$ cat config.mk
export PLATFORM = sky130hd
export DESIGN_NAME = open_list_queue_ctrl_flat
export DESIGN_NICKNAME = d
export VERILOG_FILES = /design/src/rtl/open_list_queue_ctrl_if.sv /design/src/rtl/open_list_queue_ctrl.sv /design/src/flat_wrapper.sv
export SDC_FILE = /design/constraint.sdc
export NUM_CORES = 1
export LEC_CHECK = 0
export CORE_MARGIN = 3
export CORE_UTILIZATION = 35
export CTS_CLUSTER_SIZE = 14
export DETAILED_ROUTE_END_ITERATION = 8
export PLACE_DENSITY_LB_ADDON = 0.12
export SYNTH_ARGS = -nofsm -noshare
export SYNTH_HDL_FRONTEND = slang
export SYNTH_SLANG_ARGS = --single-unit
$ cat constraint.sdc
create_clock -name CLK -period 2.1 [get_ports CLK]
set_clock_uncertainty 0.2 [all_clocks]
set_input_delay 0.42 -clock CLK [delete_from_list [all_inputs] [get_ports CLK]]
set_output_delay 0.42 -clock CLK [all_outputs]
set_load 0.02 [all_outputs]
$ cat src/rtl/open_list_queue_ctrl_if.sv
// Request/response and queue-strobe bundle for the open-list queue sequencer.
// The slave modport is the controller's view; master is the search-engine/queue side.
interface open_list_queue_ctrl_if #(
  parameter int DATA_WIDTH = 32
);
  logic                  i_req_valid;
  logic                  o_req_ready;
  logic [1:0]            i_req_op;
  logic [DATA_WIDTH-1:0] i_req_data;
  logic                  o_rsp_valid;
  logic                  i_rsp_ready;
  logic [DATA_WIDTH-1:0] o_rsp_data;
  logic                  o_rsp_err;
  logic                  o_q_wrt;
  logic                  o_q_read;
  logic [DATA_WIDTH-1:0] o_q_node_f;
  logic                  i_q_full;
  logic                  i_q_empty;
  logic [DATA_WIDTH-1:0] i_q_node_f;

  modport slave (
    input  i_req_valid, i_req_op, i_req_data, i_rsp_ready,
    input  i_q_full, i_q_empty, i_q_node_f,
    output o_req_ready, o_rsp_valid, o_rsp_data, o_rsp_err,
    output o_q_wrt, o_q_read, o_q_node_f
  );

  modport master (
    output i_req_valid, i_req_op, i_req_data, i_rsp_ready,
    output i_q_full, i_q_empty, i_q_node_f,
    input  o_req_ready, o_rsp_valid, o_rsp_data, o_rsp_err,
    input  o_q_wrt, o_q_read, o_q_node_f
  );
endinterface

$ cat src/rtl/open_list_queue_ctrl.sv
// Sequencer turning push/pop/replace requests into spaced strobes for the
// min-first open-list queue, with one response per request and status counters.
module open_list_queue_ctrl #(
  parameter int DATA_WIDTH    = 32,
  parameter int SETTLE_CYCLES = 3,
  parameter int CNT_WIDTH     = 16
) (
  input  logic                 CLK,
  input  logic                 RSTn,
  open_list_queue_ctrl_if.slave bus,
  output logic [CNT_WIDTH-1:0] o_op_cnt,
  output logic [CNT_WIDTH-1:0] o_err_cnt
);

  if (SETTLE_CYCLES < 2 || SETTLE_CYCLES > 15) begin : g_bad_settle
    $error("open_list_queue_ctrl: SETTLE_CYCLES must be within 2..15");
  end

  localparam logic [1:0] OP_PUSH = 2'b00;
  localparam logic [1:0] OP_POP  = 2'b01;
  localparam logic [1:0] OP_REPL = 2'b10;
  localparam logic [3:0] SETTLE_LOAD = 4'(SETTLE_CYCLES - 1);

  typedef enum logic [1:0] {IDLE, ISSUE, SETTLE, RESP} state_t;

  state_t                state_q, state_d;
  logic                  ready_q, ready_d;
  logic                  wrt_q, wrt_d;
  logic                  read_q, read_d;
  logic [DATA_WIDTH-1:0] node_f_q, node_f_d;
  logic                  rsp_valid_q, rsp_valid_d;
  logic [DATA_WIDTH-1:0] rsp_data_q, rsp_data_d;
  logic                  rsp_err_q, rsp_err_d;
  logic [DATA_WIDTH-1:0] removed_q, removed_d;
  logic                  is_push_q, is_push_d;
  logic [3:0]            settle_cnt_q, settle_cnt_d;
  logic [CNT_WIDTH-1:0]  op_cnt_q, op_cnt_d;
  logic [CNT_WIDTH-1:0]  err_cnt_q, err_cnt_d;
  logic                  accept;
  logic                  legal;

  function automatic logic [CNT_WIDTH-1:0] sat_inc(input logic [CNT_WIDTH-1:0] v);
    return (&v) ? v : v + 1'b1;
  endfunction

  always_comb begin
    state_d      = state_q;
    ready_d      = ready_q;
    wrt_d        = wrt_q;
    read_d       = read_q;
    node_f_d     = node_f_q;
    rsp_valid_d  = rsp_valid_q;
    rsp_data_d   = rsp_data_q;
    rsp_err_d    = rsp_err_q;
    removed_d    = removed_q;
    is_push_d    = is_push_q;
    settle_cnt_d = settle_cnt_q;
    op_cnt_d     = op_cnt_q;
    err_cnt_d    = err_cnt_q;
    accept       = bus.i_req_valid & ready_q;

    // Replace on a full queue is fine: one node leaves as the other enters.
    case (bus.i_req_op)
      OP_PUSH: legal = ~bus.i_q_full;
      OP_POP:  legal = ~bus.i_q_empty;
      OP_REPL: legal = ~bus.i_q_empty;
      default: legal = 1'b0;
    endcase

    case (state_q)
      IDLE: begin
        if (accept) begin
          ready_d = 1'b0;
          if (legal) begin
            state_d   = ISSUE;
            wrt_d     = (bus.i_req_op == OP_PUSH) || (bus.i_req_op == OP_REPL);
            read_d    = (bus.i_req_op == OP_POP)  || (bus.i_req_op == OP_REPL);
            node_f_d  = bus.i_req_data;
            removed_d = bus.i_q_node_f;
            is_push_d = (bus.i_req_op == OP_PUSH);
          end else begin
            state_d     = RESP;
            rsp_valid_d = 1'b1;
            rsp_err_d   = 1'b1;
            rsp_data_d  = '0;
            err_cnt_d   = sat_inc(err_cnt_q);
          end
        end
      end
      ISSUE: begin
        wrt_d        = 1'b0;
        read_d       = 1'b0;
        settle_cnt_d = SETTLE_LOAD;
        state_d      = SETTLE;
      end
      SETTLE: begin
        if (settle_cnt_q == 4'd0) begin
          // A push reports the settled head; pop/replace report the node removed at accept.
          state_d     = RESP;
          rsp_valid_d = 1'b1;
          rsp_err_d   = 1'b0;
          rsp_data_d  = is_push_q ? bus.i_q_node_f : removed_q;
          op_cnt_d    = sat_inc(op_cnt_q);
        end else begin
          settle_cnt_d = settle_cnt_q - 4'd1;
        end
      end
      RESP: begin
        if (bus.i_rsp_ready) begin
          rsp_valid_d = 1'b0;
          ready_d     = 1'b1;
          state_d     = IDLE;
        end
      end
      default: begin
        state_d = IDLE;
        ready_d = 1'b1;
      end
    endcase
  end

  always_ff @(posedge CLK or negedge RSTn) begin
    if (!RSTn) begin
      state_q      <= IDLE;
      ready_q      <= 1'b1;
      wrt_q        <= 1'b0;
      read_q       <= 1'b0;
      node_f_q     <= '0;
      rsp_valid_q  <= 1'b0;
      rsp_data_q   <= '0;
      rsp_err_q    <= 1'b0;
      removed_q    <= '0;
      is_push_q    <= 1'b0;
      settle_cnt_q <= '0;
      op_cnt_q     <= '0;
      err_cnt_q    <= '0;
    end else begin
      state_q      <= state_d;
      ready_q      <= ready_d;
      wrt_q        <= wrt_d;
      read_q       <= read_d;
      node_f_q     <= node_f_d;
      rsp_valid_q  <= rsp_valid_d;
      rsp_data_q   <= rsp_data_d;
      rsp_err_q    <= rsp_err_d;
      removed_q    <= removed_d;
      is_push_q    <= is_push_d;
      settle_cnt_q <= settle_cnt_d;
      op_cnt_q     <= op_cnt_d;
      err_cnt_q    <= err_cnt_d;
    end
  end

  assign bus.o_req_ready = ready_q;
  assign bus.o_rsp_valid = rsp_valid_q;
  assign bus.o_rsp_data  = rsp_data_q;
  assign bus.o_rsp_err   = rsp_err_q;
  assign bus.o_q_wrt     = wrt_q;
  assign bus.o_q_read    = read_q;
  assign bus.o_q_node_f  = node_f_q;
  assign o_op_cnt        = op_cnt_q;
  assign o_err_cnt       = err_cnt_q;

endmodule

$ cat src/flat_wrapper.sv
// flat-port wrapper written by rule: the top's interface ports become plain ports
module open_list_queue_ctrl_flat 
#(
  parameter int DATA_WIDTH    = 32,
  parameter int SETTLE_CYCLES = 3,
  parameter int CNT_WIDTH     = 16
)
  (CLK, RSTn, o_op_cnt, o_err_cnt, bus_i_req_valid, bus_i_req_op, bus_i_req_data, bus_i_rsp_ready, bus_i_q_full, bus_i_q_empty, bus_i_q_node_f, bus_o_req_ready, bus_o_rsp_valid, bus_o_rsp_data, bus_o_rsp_err, bus_o_q_wrt, bus_o_q_read, bus_o_q_node_f);
  open_list_queue_ctrl_if #(.DATA_WIDTH(DATA_WIDTH)) bus_i ();
  input  logic CLK;
  input  logic RSTn;
  output logic [CNT_WIDTH-1:0] o_op_cnt;
  output logic [CNT_WIDTH-1:0] o_err_cnt;
  input wire logic [$bits(bus_i.i_req_valid)-1:0] bus_i_req_valid;
  input wire logic [$bits(bus_i.i_req_op)-1:0] bus_i_req_op;
  input wire logic [$bits(bus_i.i_req_data)-1:0] bus_i_req_data;
  input wire logic [$bits(bus_i.i_rsp_ready)-1:0] bus_i_rsp_ready;
  input wire logic [$bits(bus_i.i_q_full)-1:0] bus_i_q_full;
  input wire logic [$bits(bus_i.i_q_empty)-1:0] bus_i_q_empty;
  input wire logic [$bits(bus_i.i_q_node_f)-1:0] bus_i_q_node_f;
  output wire logic [$bits(bus_i.o_req_ready)-1:0] bus_o_req_ready;
  output wire logic [$bits(bus_i.o_rsp_valid)-1:0] bus_o_rsp_valid;
  output wire logic [$bits(bus_i.o_rsp_data)-1:0] bus_o_rsp_data;
  output wire logic [$bits(bus_i.o_rsp_err)-1:0] bus_o_rsp_err;
  output wire logic [$bits(bus_i.o_q_wrt)-1:0] bus_o_q_wrt;
  output wire logic [$bits(bus_i.o_q_read)-1:0] bus_o_q_read;
  output wire logic [$bits(bus_i.o_q_node_f)-1:0] bus_o_q_node_f;
  assign bus_i.i_req_valid = bus_i_req_valid;
  assign bus_i.i_req_op = bus_i_req_op;
  assign bus_i.i_req_data = bus_i_req_data;
  assign bus_i.i_rsp_ready = bus_i_rsp_ready;
  assign bus_i.i_q_full = bus_i_q_full;
  assign bus_i.i_q_empty = bus_i_q_empty;
  assign bus_i.i_q_node_f = bus_i_q_node_f;
  assign bus_o_req_ready = bus_i.o_req_ready;
  assign bus_o_rsp_valid = bus_i.o_rsp_valid;
  assign bus_o_rsp_data = bus_i.o_rsp_data;
  assign bus_o_rsp_err = bus_i.o_rsp_err;
  assign bus_o_q_wrt = bus_i.o_q_wrt;
  assign bus_o_q_read = bus_i.o_q_read;
  assign bus_o_q_node_f = bus_i.o_q_node_f;
  open_list_queue_ctrl #(.DATA_WIDTH(DATA_WIDTH), .SETTLE_CYCLES(SETTLE_CYCLES), .CNT_WIDTH(CNT_WIDTH)) u_core (.CLK(CLK), .RSTn(RSTn), .bus(bus_i), .o_op_cnt(o_op_cnt), .o_err_cnt(o_err_cnt));
endmodule
==> impl_results.md, run 1 <==
* Status: completed
* GRT overflow at 0
* Buf+Inv Stages, Crit Path at 2
* Antenna cells at 0
* Worst-skew pair later-pin latency at a little over 0.4 ns
* Remaining DRCs at 0
* Post-route design area at 9680 µm²
* Initial antenna violation count at 0
* Slew margin rel. at ~67%
* H-tree Lvls at 4
* WS Path Type: register to register
* # clock sinks at 140
* Post-synthesis simple-gate area fraction at around 20%
* First-pass GRT wire length at approximately 28 mm
* Pwr Density at between 600 and 700 nW/µm²
* Warnings, synthesis at 0
* Largest net degree at the start of global routing at 66
* Post-synth cell types at 44
* CTS tree: built
* Worst Hold Class: register to register
* Post-DP HPWL at 11.3 mm
* Worst path cell trace: inv_2, ha_4, or3b_4, and2_4, nor2_4, nand2_4, clkbuf_16, o2bb2ai_2
* Pre-Repair DR Iteration Count at 4
* Final wirelength at 16.7 mm
* Period utilization at around 100%
* Die ar. at roughly 19000 µm²
* Mapped Cells at around 600
* Top cell type's share of synthesized area at between 50% and 60%
* Global placer's final weighted congestion at between 0.7 and 0.8
* Port Buffer Count at around 170
* Gate family responsible for the most delay along the worst path: simple AND/OR/NAND/NOR gates
* DIE WIDTH at between 100 and 150 µm
* Gr usage total at around 18%
* Vias at 5156
* Post-DP Area at 8700 µm²
* CP endpoint kind: register
* Critical Path Max Stage Delay at 0.41 ns
* Multi-input logic area at about 2800 µm²
* Die Ht at about 140 µm
* Syn_nets at about 700
* Reg2reg end: u_core.bus.o_rsp_data[9]
* Ranking of synthesized cells by area: dfrtp_1 (57%), nand2_1 (13%), mux2i_1 (5.6%), o2bb2ai_1 (4.6%), xnor2_1 (2.3%)
* Crit. path cell count at 8
* Critical Path AT at approximately 2.2 ns
* Initial core utilization at about 36%
* CP max-delay cell: or3b_4
* #FFs+latches synth at 140
* Synth Area in Adders at under 10%
* Design Power at approximately 5.9 mW
* Worst-path clk slew at around 0.060 ns
* Setup violations, final at 0
* Wire per inst at about 16 µm
* Max frequency at roughly 480 MHz
* Share of layout cells above drive strength 1 at about a fifth
* Crit path launch: u_core.settle_cnt_q[1]
* Complex-gate fraction of the synthesized area at 7.50%
* Flop2flop setup slack at 0.01 ns
* Area leader, netlist: dfrtp_1
* Syn Area/Cell at around 10 µm²
* Core area at ~17000 µm²
* Async SR Flop Fraction at 100%
* Post-Syn Area at slightly above 6000 µm²
* Main synth FF type: dfrtp_1
* Largest family of logic cells by synthesized area: simple AND/OR/NAND/NOR gates
* Max-Cap Viols at 0
* # rows at 47
* Number of routed nets with antenna violations at 0
* I/O pins at ~170
* CTS Buf Count at 17
* Worst Max-Slew Pin Slew at about 0.49 ns
* Worst R2R Start: u_core.settle_cnt_q[1]
* Initial DRC Count at around 170
* Worst-path maximum fanout at 8
* Synth Area in XOR/XNOR at under 10%
* Fill count at roughly 1400
* Final Core Density at between 50% and 60%
* CP Launch Type: register
* Fin. Hold Viols at 0
* Mean number of vias per cell at about 4.8
* Leakage at about 4.8 nW
* Vias in the first global route at ~5400
* Maximum root-to-sink buffer count at 2
* Clk root buf: clkbuf_16
* Final WS setup at 0.0112 ns
* Worst r2r path cells at 8
* Worst Setup EP: u_core.bus.o_rsp_data[9]
* Final Max Slew Viols at 0
* Post-synthesis mux area share at a little over 6%
* Post-synth EDFFs at 0
* Unrepaired setup endpoints after global routing: yes
* Seq/Total Area, Yosys at about 57%
* Storage cell area at 3510 µm²
* Fin nets at between 900 and 1000
* P&R area growth vs syn at 58.1%
* Setup slack after placement at -0.745 ns
* Min Tclk post-route at about 2.1 ns
* VDD IR max at approximately 0.53 mV
* WP data required at 2.20 ns
[stage by stage]
stage / instances / TNS [ns] / hold slack (ns)
CTS: 1071 / -0.888 / 0.276
floorplan: 601 / -0.0364 / -0.0756
global placement: 1036 / -64.90 / 0.204
finish: 1075 / 0 / 0.274
global route: 1075 / -1.17 / 0.296
detailed placement: 1036 / -64.34 / 0.206
[report_power, final]
| part | internal, mW | switching (mW) |
|---|---|---|
| combinational | 0.156 | 0.110 |
| clock | 1.72 | 1.23 |
| sequential | 2.70 | 0 |
| total | 4.57 | 1.34 |
[placed cells by master, fill, tap and decap left out, types with 12 or more instances in the layout]
cell type	n
nand4_1	13
dlygate4sd2_1	26
mux2i_1	34
xor2_1	12
dfrtp_1	132
xnor2_1	16
buf_4	64
nand3_1	14
dlymetal6s2s_1	13
clkbuf_16	18
clkdlybuf4s50_1	132
nand2_1	215
o2bb2ai_1	16
[layout make-up]
| type | count | share of cell area, % |
|---|---|---|
| Clock inverter | 13 | 1.34 |
| Timing Repair Buffer | 249 | 25.2 |
| Tap cell | 220 | 2.84 |
| Multi-Input combinational cell | 423 | 29.1 |
| Inverter | 11 | 0.582 |
| Clock buffer | 19 | 4.68 |
| Sequential cell | 140 | 36.3 |
[kinds of logic (layout without fill, tap and decap cells)]
group	after synthesis	after routing
flops	140	140
fa+ha+maj	11	11
simple gates	289	289
compound gates	58	58
xor+xnor	28	28
buf+inv	38	292
mux	37	37
[worst register-to-register path: cells and delay by family, from the launching register on]
family,cells,cell delay (ns)
and+or+nand+nor,4,0.83
DFF,1,0.38
buffers and inverters,2,0.31
adders and majority gates,1,0.14
AOI/OAI and AO/OA,1,0.12
[per-layer routing]
layer | wire [µm] | share of wire [%] | vias to the layer above | track usage, %
li1 | - | - | 2512 | -
met3 | 1060 | 6.3 | 16 | 5.66
met1 | 7560 | 45 | 2487 | 23.0
met4 | 216 | 1.3 | 0 | 5.25
met5 | 0 | 0 | - | 0
met2 | 7840 | 47 | 141 | 27.8
[how the worst min path moves through the flow]
| stage | startpoint | endpoint | slack, ns | depth (start not counted) |
|---|---|---|---|---|
| after detailed placement | RSTn | u_core.o_op_cnt[7] | 0.21 | 1 |
| after CTS | u_core.removed_q[18] | u_core.removed_q[18] | 0.28 | 2 |
| after floorplan | RSTn | u_core.bus.o_q_node_f[0] | -0.08 | 0 |
| after global routing | u_core.removed_q[6] | u_core.removed_q[6] | 0.30 | 2 |
| after global placement | RSTn | u_core.o_op_cnt[7] | 0.20 | 1 |
| final | u_core.removed_q[18] | u_core.removed_q[18] | 0.27 | 2 |
[synth_stat cells, types with 2 or more instances]
cell type / number
nand2_1: 216
mux2_2: 3
inv_1: 11
and4_1: 2
o31ai_1: 2
nor3_1: 6
buf_2: 7
a211oi_2: 2
dfrtp_1: 139
and2_1: 2
o2bb2ai_1: 32
nand4_1: 13
or3_1: 3
nor2_1: 12
o21ai_0: 10
xor2_1: 12
clkbuf_1: 19
o211ai_1: 3
ha_1: 11
mux2i_1: 34
nand3_1: 15
nor4_1: 5
nand2b_1: 4
xnor2_1: 16
a21oi_1: 3
[sequential cells by signal, indices dropped and copies added, names as in the netlist]
name	count
u_core.o_op_cnt	16
u_core.removed_q	32
u_core.o_err_cnt	16
u_core.bus.o_q_node_f	32
u_core.bus.o_rsp_valid	1
u_core.bus.o_q_wrt	1
u_core.bus.o_rsp_err	1
u_core.is_push_q	1
u_core.state_q	2
u_core.settle_cnt_q	4
u_core.bus.o_rsp_data	32
u_core.bus.o_q_read	1
u_core.bus.o_req_ready	1
[what timing repair did]
| item | in CTS | in global routing |
|---|---|---|
| pin swaps | 3 | 15 |
| hold buffers | 1 | 0 |
| gates cloned | 1 | 1 |
| gates resized for setup | 37 | 57 |
| setup endpoints to repair | 142 | 58 |
| setup buffers | 1 | 3 |
| hold endpoints to repair | 42 | 0 |
No activity file was read; power rests on OpenSTA's default activity.
==> run 2, diff against run 1 <==
CTS_CLUSTER_SIZE = 20   (was 14)
==> results of run 2 <==
The final DEF is identical to that of run 1; final timing and power are the same.
